===== config.mk =====
export PLATFORM = sky130hd
export DESIGN_NAME = pipeline_hazard_ctrl_flat
export DESIGN_NICKNAME = d
export VERILOG_FILES = /design/src/rtl/pipeline_hazard_ctrl_if.sv /design/src/rtl/pipeline_hazard_ctrl.sv /design/src/flat_wrapper.sv
export SDC_FILE = /design/constraint.sdc
export NUM_CORES = 1
export LEC_CHECK = 0
export CORE_ASPECT_RATIO = 1.75
export CORE_MARGIN = 3
export CORE_UTILIZATION = 29
export DETAILED_ROUTE_END_ITERATION = 6
export PLACE_DENSITY = 0.64
export SYNTH_ARGS = -nofsm -noshare
export SYNTH_HDL_FRONTEND = slang
export SYNTH_SLANG_ARGS = --single-unit
export TNS_END_PERCENT = 10

===== constraint.sdc =====
create_clock -name clock -period 4.75 [get_ports clock]
set_clock_uncertainty 0.15 [all_clocks]
set_input_delay 0.7125 -clock clock [delete_from_list [all_inputs] [get_ports clock]]
set_output_delay 0.7125 -clock clock [all_outputs]
set_load 0.02 [all_outputs]

===== src/rtl/pipeline_hazard_ctrl_if.sv =====
// Pipeline hazard control bundle: decode/execute/memory status from the
// datapath and the register enable/flush/bubble controls back to it.
interface pipeline_hazard_ctrl_if;
  logic [4:0]  id_rs;
  logic [4:0]  id_rt;
  logic        id_uses_rs;
  logic        id_uses_rt;
  logic        ex_load;
  logic [4:0]  ex_dest;
  logic        ex_redirect;
  logic        mem_req;
  logic        mem_ready;

  logic        pc_enable;
  logic        if_id_enable;
  logic        if_id_flush;
  logic        id_ex_enable;
  logic        id_ex_bubble;
  logic        ex_mem_enable;
  logic        mem_error;
  logic [1:0]  state;
  logic [31:0] stall_cycles;
  logic [31:0] flush_events;

  modport master (
    input  id_rs, id_rt, id_uses_rs, id_uses_rt, ex_load, ex_dest,
           ex_redirect, mem_req, mem_ready,
    output pc_enable, if_id_enable, if_id_flush, id_ex_enable, id_ex_bubble,
           ex_mem_enable, mem_error, state, stall_cycles, flush_events
  );

  modport slave (
    output id_rs, id_rt, id_uses_rs, id_uses_rt, ex_load, ex_dest,
           ex_redirect, mem_req, mem_ready,
    input  pc_enable, if_id_enable, if_id_flush, id_ex_enable, id_ex_bubble,
           ex_mem_enable, mem_error, state, stall_cycles, flush_events
  );
endinterface


===== src/rtl/pipeline_hazard_ctrl.sv =====
// Stall/flush sequencer for the IF/ID, ID/EX and EX/MEM pipeline registers.
// Optional performance counters are built when PIPE_PERF_COUNTERS_EN is defined.
module pipeline_hazard_ctrl #(
  parameter int unsigned FLUSH_CYCLES = 1,
  parameter int unsigned MEM_TIMEOUT  = 16
) (
  input  logic clock,
  input  logic reset_n,
  pipeline_hazard_ctrl_if.master bus
);

  typedef enum logic [1:0] {
    RUN      = 2'd0,
    MEM_WAIT = 2'd1,
    FLUSH    = 2'd2,
    HALT     = 2'd3
  } state_t;

  typedef struct packed {
    logic pc;
    logic ifid_en;
    logic ifid_fl;
    logic idex_en;
    logic idex_bub;
    logic exmem_en;
  } ctl_t;

  localparam ctl_t CTL_OFF    = ctl_t'(6'b000000);
  localparam ctl_t CTL_RUN    = ctl_t'(6'b110101);
  localparam ctl_t CTL_FLUSH  = ctl_t'(6'b111111);
  localparam ctl_t CTL_HAZARD = ctl_t'(6'b000111);

  localparam logic [3:0] FLUSH_INIT = 4'(FLUSH_CYCLES - 1);
  localparam logic [7:0] WAIT_LAST  = 8'(MEM_TIMEOUT - 1);

  state_t     state_q, state_d;
  logic [7:0] wait_q, wait_d;
  logic [3:0] flush_q, flush_d;
  logic       err_q, err_d;
  ctl_t       ctl;
  logic       freeze;
  logic       hazard;

  assign freeze = bus.mem_req & ~bus.mem_ready;
  assign hazard = bus.ex_load & (bus.ex_dest != 5'd0) &
                  ((bus.id_uses_rs & (bus.id_rs == bus.ex_dest)) |
                   (bus.id_uses_rt & (bus.id_rt == bus.ex_dest)));

  // NOTE: sequential state uses non-blocking assignments so every flop samples
  // pre-edge values regardless of statement order.
  always_ff @(posedge clock or negedge reset_n) begin
    if (!reset_n) begin
      state_q <= RUN;
      wait_q  <= '0;
      flush_q <= '0;
      err_q   <= 1'b0;
    end else begin
      state_q <= state_d;
      wait_q  <= wait_d;
      flush_q <= flush_d;
      err_q   <= err_d;
    end
  end

  // NOTE: every variable gets a default up front so no path leaves one
  // unassigned, which would otherwise infer a latch.
  always_comb begin
    state_d = state_q;
    wait_d  = wait_q;
    flush_d = flush_q;
    err_d   = err_q;
    ctl     = CTL_OFF;
    unique case (state_q)
      RUN: begin
        if (freeze) begin
          state_d = MEM_WAIT;
          wait_d  = 8'd1;
        end else if (bus.ex_redirect) begin
          ctl = CTL_FLUSH;
          if (FLUSH_CYCLES > 1) begin
            state_d = FLUSH;
            flush_d = FLUSH_INIT;
          end
        end else if (hazard) begin
          ctl = CTL_HAZARD;
        end else begin
          ctl = CTL_RUN;
        end
      end
      MEM_WAIT: begin
        // Redirect/hazard wait for RUN so the completing access retires first.
        if (bus.mem_ready) begin
          ctl     = CTL_RUN;
          state_d = RUN;
        end else if (wait_q == WAIT_LAST) begin
          state_d = HALT;
          err_d   = 1'b1;
        end else begin
          wait_d = wait_q + 8'd1;
        end
      end
      FLUSH: begin
        if (!freeze) begin
          ctl     = CTL_FLUSH;
          flush_d = flush_q - 4'd1;
          if (flush_q == 4'd1) state_d = RUN;
        end
      end
      HALT: begin
        ctl = CTL_OFF;
      end
    endcase
    if (!reset_n) ctl = CTL_OFF;
  end

  assign bus.pc_enable     = ctl.pc;
  assign bus.if_id_enable  = ctl.ifid_en;
  assign bus.if_id_flush   = ctl.ifid_fl;
  assign bus.id_ex_enable  = ctl.idex_en;
  assign bus.id_ex_bubble  = ctl.idex_bub;
  assign bus.ex_mem_enable = ctl.exmem_en;
  assign bus.state         = state_q;
  assign bus.mem_error     = err_q;

`ifdef PIPE_PERF_COUNTERS_EN
  logic [31:0] stall_q;
  logic [31:0] flush_ev_q;
  logic        accept;

  assign accept = (state_q == RUN) & ~freeze & bus.ex_redirect;

  always_ff @(posedge clock or negedge reset_n) begin
    if (!reset_n) begin
      stall_q    <= '0;
      flush_ev_q <= '0;
    end else begin
      if (!ctl.pc && state_q != HALT) stall_q <= stall_q + 32'd1;
      if (accept) flush_ev_q <= flush_ev_q + 32'd1;
    end
  end

  assign bus.stall_cycles = stall_q;
  assign bus.flush_events = flush_ev_q;
`else
  assign bus.stall_cycles = '0;
  assign bus.flush_events = '0;
`endif

endmodule


===== src/flat_wrapper.sv =====
// flat-port wrapper written by rule: the top's interface ports become plain ports
module pipeline_hazard_ctrl_flat 
#(
  parameter int unsigned FLUSH_CYCLES = 1,
  parameter int unsigned MEM_TIMEOUT  = 16
)
  (clock, reset_n, bus_id_rs, bus_id_rt, bus_id_uses_rs, bus_id_uses_rt, bus_ex_load, bus_ex_dest, bus_ex_redirect, bus_mem_req, bus_mem_ready, bus_pc_enable, bus_if_id_enable, bus_if_id_flush, bus_id_ex_enable, bus_id_ex_bubble, bus_ex_mem_enable, bus_mem_error, bus_state, bus_stall_cycles, bus_flush_events);
  pipeline_hazard_ctrl_if bus_i ();
  input  logic clock;
  input  logic reset_n;
  input wire logic [$bits(bus_i.id_rs)-1:0] bus_id_rs;
  input wire logic [$bits(bus_i.id_rt)-1:0] bus_id_rt;
  input wire logic [$bits(bus_i.id_uses_rs)-1:0] bus_id_uses_rs;
  input wire logic [$bits(bus_i.id_uses_rt)-1:0] bus_id_uses_rt;
  input wire logic [$bits(bus_i.ex_load)-1:0] bus_ex_load;
  input wire logic [$bits(bus_i.ex_dest)-1:0] bus_ex_dest;
  input wire logic [$bits(bus_i.ex_redirect)-1:0] bus_ex_redirect;
  input wire logic [$bits(bus_i.mem_req)-1:0] bus_mem_req;
  input wire logic [$bits(bus_i.mem_ready)-1:0] bus_mem_ready;
  output wire logic [$bits(bus_i.pc_enable)-1:0] bus_pc_enable;
  output wire logic [$bits(bus_i.if_id_enable)-1:0] bus_if_id_enable;
  output wire logic [$bits(bus_i.if_id_flush)-1:0] bus_if_id_flush;
  output wire logic [$bits(bus_i.id_ex_enable)-1:0] bus_id_ex_enable;
  output wire logic [$bits(bus_i.id_ex_bubble)-1:0] bus_id_ex_bubble;
  output wire logic [$bits(bus_i.ex_mem_enable)-1:0] bus_ex_mem_enable;
  output wire logic [$bits(bus_i.mem_error)-1:0] bus_mem_error;
  output wire logic [$bits(bus_i.state)-1:0] bus_state;
  output wire logic [$bits(bus_i.stall_cycles)-1:0] bus_stall_cycles;
  output wire logic [$bits(bus_i.flush_events)-1:0] bus_flush_events;
  assign bus_i.id_rs = bus_id_rs;
  assign bus_i.id_rt = bus_id_rt;
  assign bus_i.id_uses_rs = bus_id_uses_rs;
  assign bus_i.id_uses_rt = bus_id_uses_rt;
  assign bus_i.ex_load = bus_ex_load;
  assign bus_i.ex_dest = bus_ex_dest;
  assign bus_i.ex_redirect = bus_ex_redirect;
  assign bus_i.mem_req = bus_mem_req;
  assign bus_i.mem_ready = bus_mem_ready;
  assign bus_pc_enable = bus_i.pc_enable;
  assign bus_if_id_enable = bus_i.if_id_enable;
  assign bus_if_id_flush = bus_i.if_id_flush;
  assign bus_id_ex_enable = bus_i.id_ex_enable;
  assign bus_id_ex_bubble = bus_i.id_ex_bubble;
  assign bus_ex_mem_enable = bus_i.ex_mem_enable;
  assign bus_mem_error = bus_i.mem_error;
  assign bus_state = bus_i.state;
  assign bus_stall_cycles = bus_i.stall_cycles;
  assign bus_flush_events = bus_i.flush_events;
  pipeline_hazard_ctrl #(.FLUSH_CYCLES(FLUSH_CYCLES), .MEM_TIMEOUT(MEM_TIMEOUT)) u_core (.clock(clock), .reset_n(reset_n), .bus(bus_i));
endmodule

==> flow_metrics.tcl <==
set metrics [dict create \
    critPathArrivalTime_ns 2.73 \
    synthTopCellsByCount "sky130_fd_sc_hd__buf_4, sky130_fd_sc_hd__dfrtp_1, sky130_fd_sc_hd__nand2_1" \
    cellLeakagePower_nw 0.797 \
    core.rowCount 35 \
    via_count 1195 \
    critPathKind "input port to output port" \
    numCtsBuffers 3 \
    pwr_density_cell_mw_per_mm2 411 \
    cts_post_setup_buffers_inserted 0 \
    clock_insertion_delay_worst_skew_ns 0.25 \
    slowest_stage "sky130_fd_sc_hd__clkdlybuf4s50_1" \
    instance_area_at_placement_mm2 0.00172 \
    numPlacedInstances 286 \
    cts.reportedPaths.clkPinSlew_ns 0.06 \
    post_synth_edffs 0 \
    routedWlPerCell_um 10.5 \
    drt_pass1_iterations 4 \
    netSwitchingPower_mw 0.320 \
    synth_top_area_cell "sky130_fd_sc_hd__buf_4" \
    grt_first_pass_wirelength_um 4700 \
    die-width_um 62.2 \
    initial_core_utilization_pct 30.3 \
    p_comb_share_pct 52.4 \
    cp-start-kind "input port" \
    design.die.area_mm2 0.00650 \
    root_buffer_cell "sky130_fd_sc_hd__clkbuf_8" \
    top_count_cell_post_synth "sky130_fd_sc_hd__buf_4" \
    drt.antenna.violating_nets 0 \
    end_kind "output port" \
    fin_area_mm2 0.00177 \
    final_layout_size_suffix_gt1_share_pct 4.63 \
    whs_ns 0.324 \
    synth.ff_latch_count 15 \
    cts_tree "yes" \
    seq_power_share_pct 33.3 \
    hpwl_after_dpl_um 2550 \
    synth.distinct_cells 43 \
    timing.critical_path.max_delay_family "buffers and inverters" \
    antenna_cells 0 \
    fraction_of_power_spent_switching_nets_pct 44.0 \
    synth_sequential_area_ratio_pct 23.4 \
    path_depth 5 \
    grt_pass1_vias 1048 \
    ys.warnings.count 0 \
    via_per_inst 4.12 \
    number_of_antenna_violations_at_the_first_check_in_global_routing 0 \
    drt_wl_total_um 3040 \
    yosys.area.top_type_share_pct 30.9 \
    outcome "finished, final reports clean" \
    period_share_pct 75.7 \
    critPathRequiredTime_ns 3.89 \
    globalRouteOverflowTotal 0 \
    cts_repair_resize_count 0 \
    cts-root-to-sink-buffers 2 \
    rsz_0062_raised_after_global_routing "no" \
    coreArea_mm2 0.00530 \
    port_buffers 31 \
    cp_num_buf_inv 2 \
    relSlewSlack_pct 55.5 \
    postSynthCellCount 186 \
    pin_count_of_the_biggest_net_entering_global_routing 18 \
    avgSynthCellArea_um2 8.63 \
    cp_common_cell "sky130_fd_sc_hd__clkdlybuf4s50_1" \
    post_route_met1_wirelength_um 1080 \
    residual_drc_count 0 \
    final_weighted_congestion_of_routability_driven_global_placement 0.796 \
    synth_area_leaders "sky130_fd_sc_hd__buf_4, sky130_fd_sc_hd__dfrtp_1, sky130_fd_sc_hd__ha_1" \
    totalNegativeSetupSlack_ns 0 \
    holdBufCountCts 0 \
    transition_time_at_the_pin_with_the_least_slew_margin_ns 0.662 \
    htree_levels 1 \
    final-instance-count-excl-fill 290 \
    met3RoutedLength_um 320 \
    vdd.ir_drop.worst_uv 182 \
    worst_r2r_path_depth 6 \
    timing.hold.worst_path_depth 1 \
    hold_class "flip-flop to flip-flop" \
    die-height_um 104 \
    max-cap-violations 0 \
    clock_sink_count 15 \
    finalSetupViolations 0 \
    achievable-frequency_ghz 0.278 \
    gr-usage-all-layers_pct 8.91 \
    wl_met2_um 1580 \
    io_pins 96 \
    min_period_ns 3.60 \
    final-hold-violation-count 0 \
    asyncSetResetFlopFracSynth_pct 100 \
    synthesis.area_mm2 0.00161 \
    timing.critical_path.cells "clkdlybuf4s50_1 -> or4_1 -> o21ai_0 -> o31a_1 -> clkdlybuf4s50_1" \
    nets 247 \
    route.top_layer_used "met4" \
    worst-path-max-fanout 3 \
    power.clock.fraction_pct 14.3 \
    ys.flop_type "sky130_fd_sc_hd__dfrtp_1" \
    area_delta_synth_final_pct 10.1 \
    timing.critical_path.slowest_cell_delay_ns 0.61 \
    power_report.internal_total_mw 0.407 \
    number_of_design_rule_violations_left_by_the_first_detailed_router_iteration 14 \
    timing.final.max_slew_violations 0 \
]
==> layer usage <==
metal  vias to the layer above  global-route usage, %
li1                        564                      -
met1                       538                   8.44
met2                        86                   17.5
met3                         7                   2.27
met4                         0                   3.80
met5                         -                      0
==> logic make-up after synthesis <==
kind of cell,Yosys count,synth area share [%]
AOI/OAI and AO/OA,24,10.7
xor gates and xnor gates,13,7.09
adders and majority gates,7,5.46
buffers and inverters,75,34.5
DFF,15,23.4
muxes,3,2.03
other,1,0.234
and+or+nand+nor,48,16.7
==> final timing paths <==
path / from / to / slack (ns)
worst max-delay path: bus_ex_dest[1] / bus_if_id_enable / 1.15
worst min-delay path: u_core.flush_q[3] / u_core.flush_q[3] / 0.32
worst max register to register: u_core.bus.state[1] / u_core.wait_q[3] / 2.36
worst min register to register: u_core.flush_q[3] / u_core.flush_q[3] / 0.32
max in group asynchronous: reset_n / u_core.bus.mem_error / 3.63
min in group asynchronous: reset_n / u_core.wait_q[3] / 0.63
==> layout by cell type (no fill, tap or decap), drive strengths merged, types with 4 or more instances in the layout <==
| cell | netlist | routed |
|---|---|---|
| o21ai | 5 | 5 |
| conb | 1 | 64 |
| nor4 | 5 | 5 |
| inv | 6 | 6 |
| clkbuf | 1 | 4 |
| xnor2 | 4 | 4 |
| a22o | 4 | 4 |
| dfrtp | 15 | 15 |
| nand2 | 12 | 12 |
| xor2 | 9 | 9 |
| nor2 | 4 | 4 |
| ha | 7 | 7 |
| nand3 | 6 | 6 |
| clkdlybuf4s50 | 0 | 31 |
==> cell type report <==
type                    count  area (µm²)
fillers                   558        3530
multi-input cells         159         913
flip-flops and latches     15         375
repair buffers             32         318
well taps                  74        92.6
clock buffers               4        45.0
inverters                   6        22.5
==> power groups by stage <==
stage | combinational [mW] | clock [mW] | sequential [mW]
5_1_grt | 0.421 | 0.112 | 0.253
2_1_floorplan | 0.320 | 0 | 0.241
4_1_cts | 0.386 | 0.108 | 0.242
6_report | 0.381 | 0.104 | 0.242
3_5_place_dp | 0.384 | 0 | 0.244
3_3_place_gp | 0.379 | 0 | 0.243
==> per-stage QoR <==
step                power [mW]  util, %  setup slack [ns]
floorplan                0.561        -              2.04
global placement         0.622     32.5              1.17
detailed placement       0.628     32.5              1.16
CTS                      0.736     33.3              1.14
global route             0.786     33.3              1.04
finish                   0.727     33.3              1.15
==> state kept, by name, summed over array words and instances, names as in the netlist <==
register and count:
u_core.wait_q 8, u_core.flush_q 4, u_core.bus.state 2, u_core.bus.mem_error 1
No activity file was read; power rests on OpenSTA's default activity.
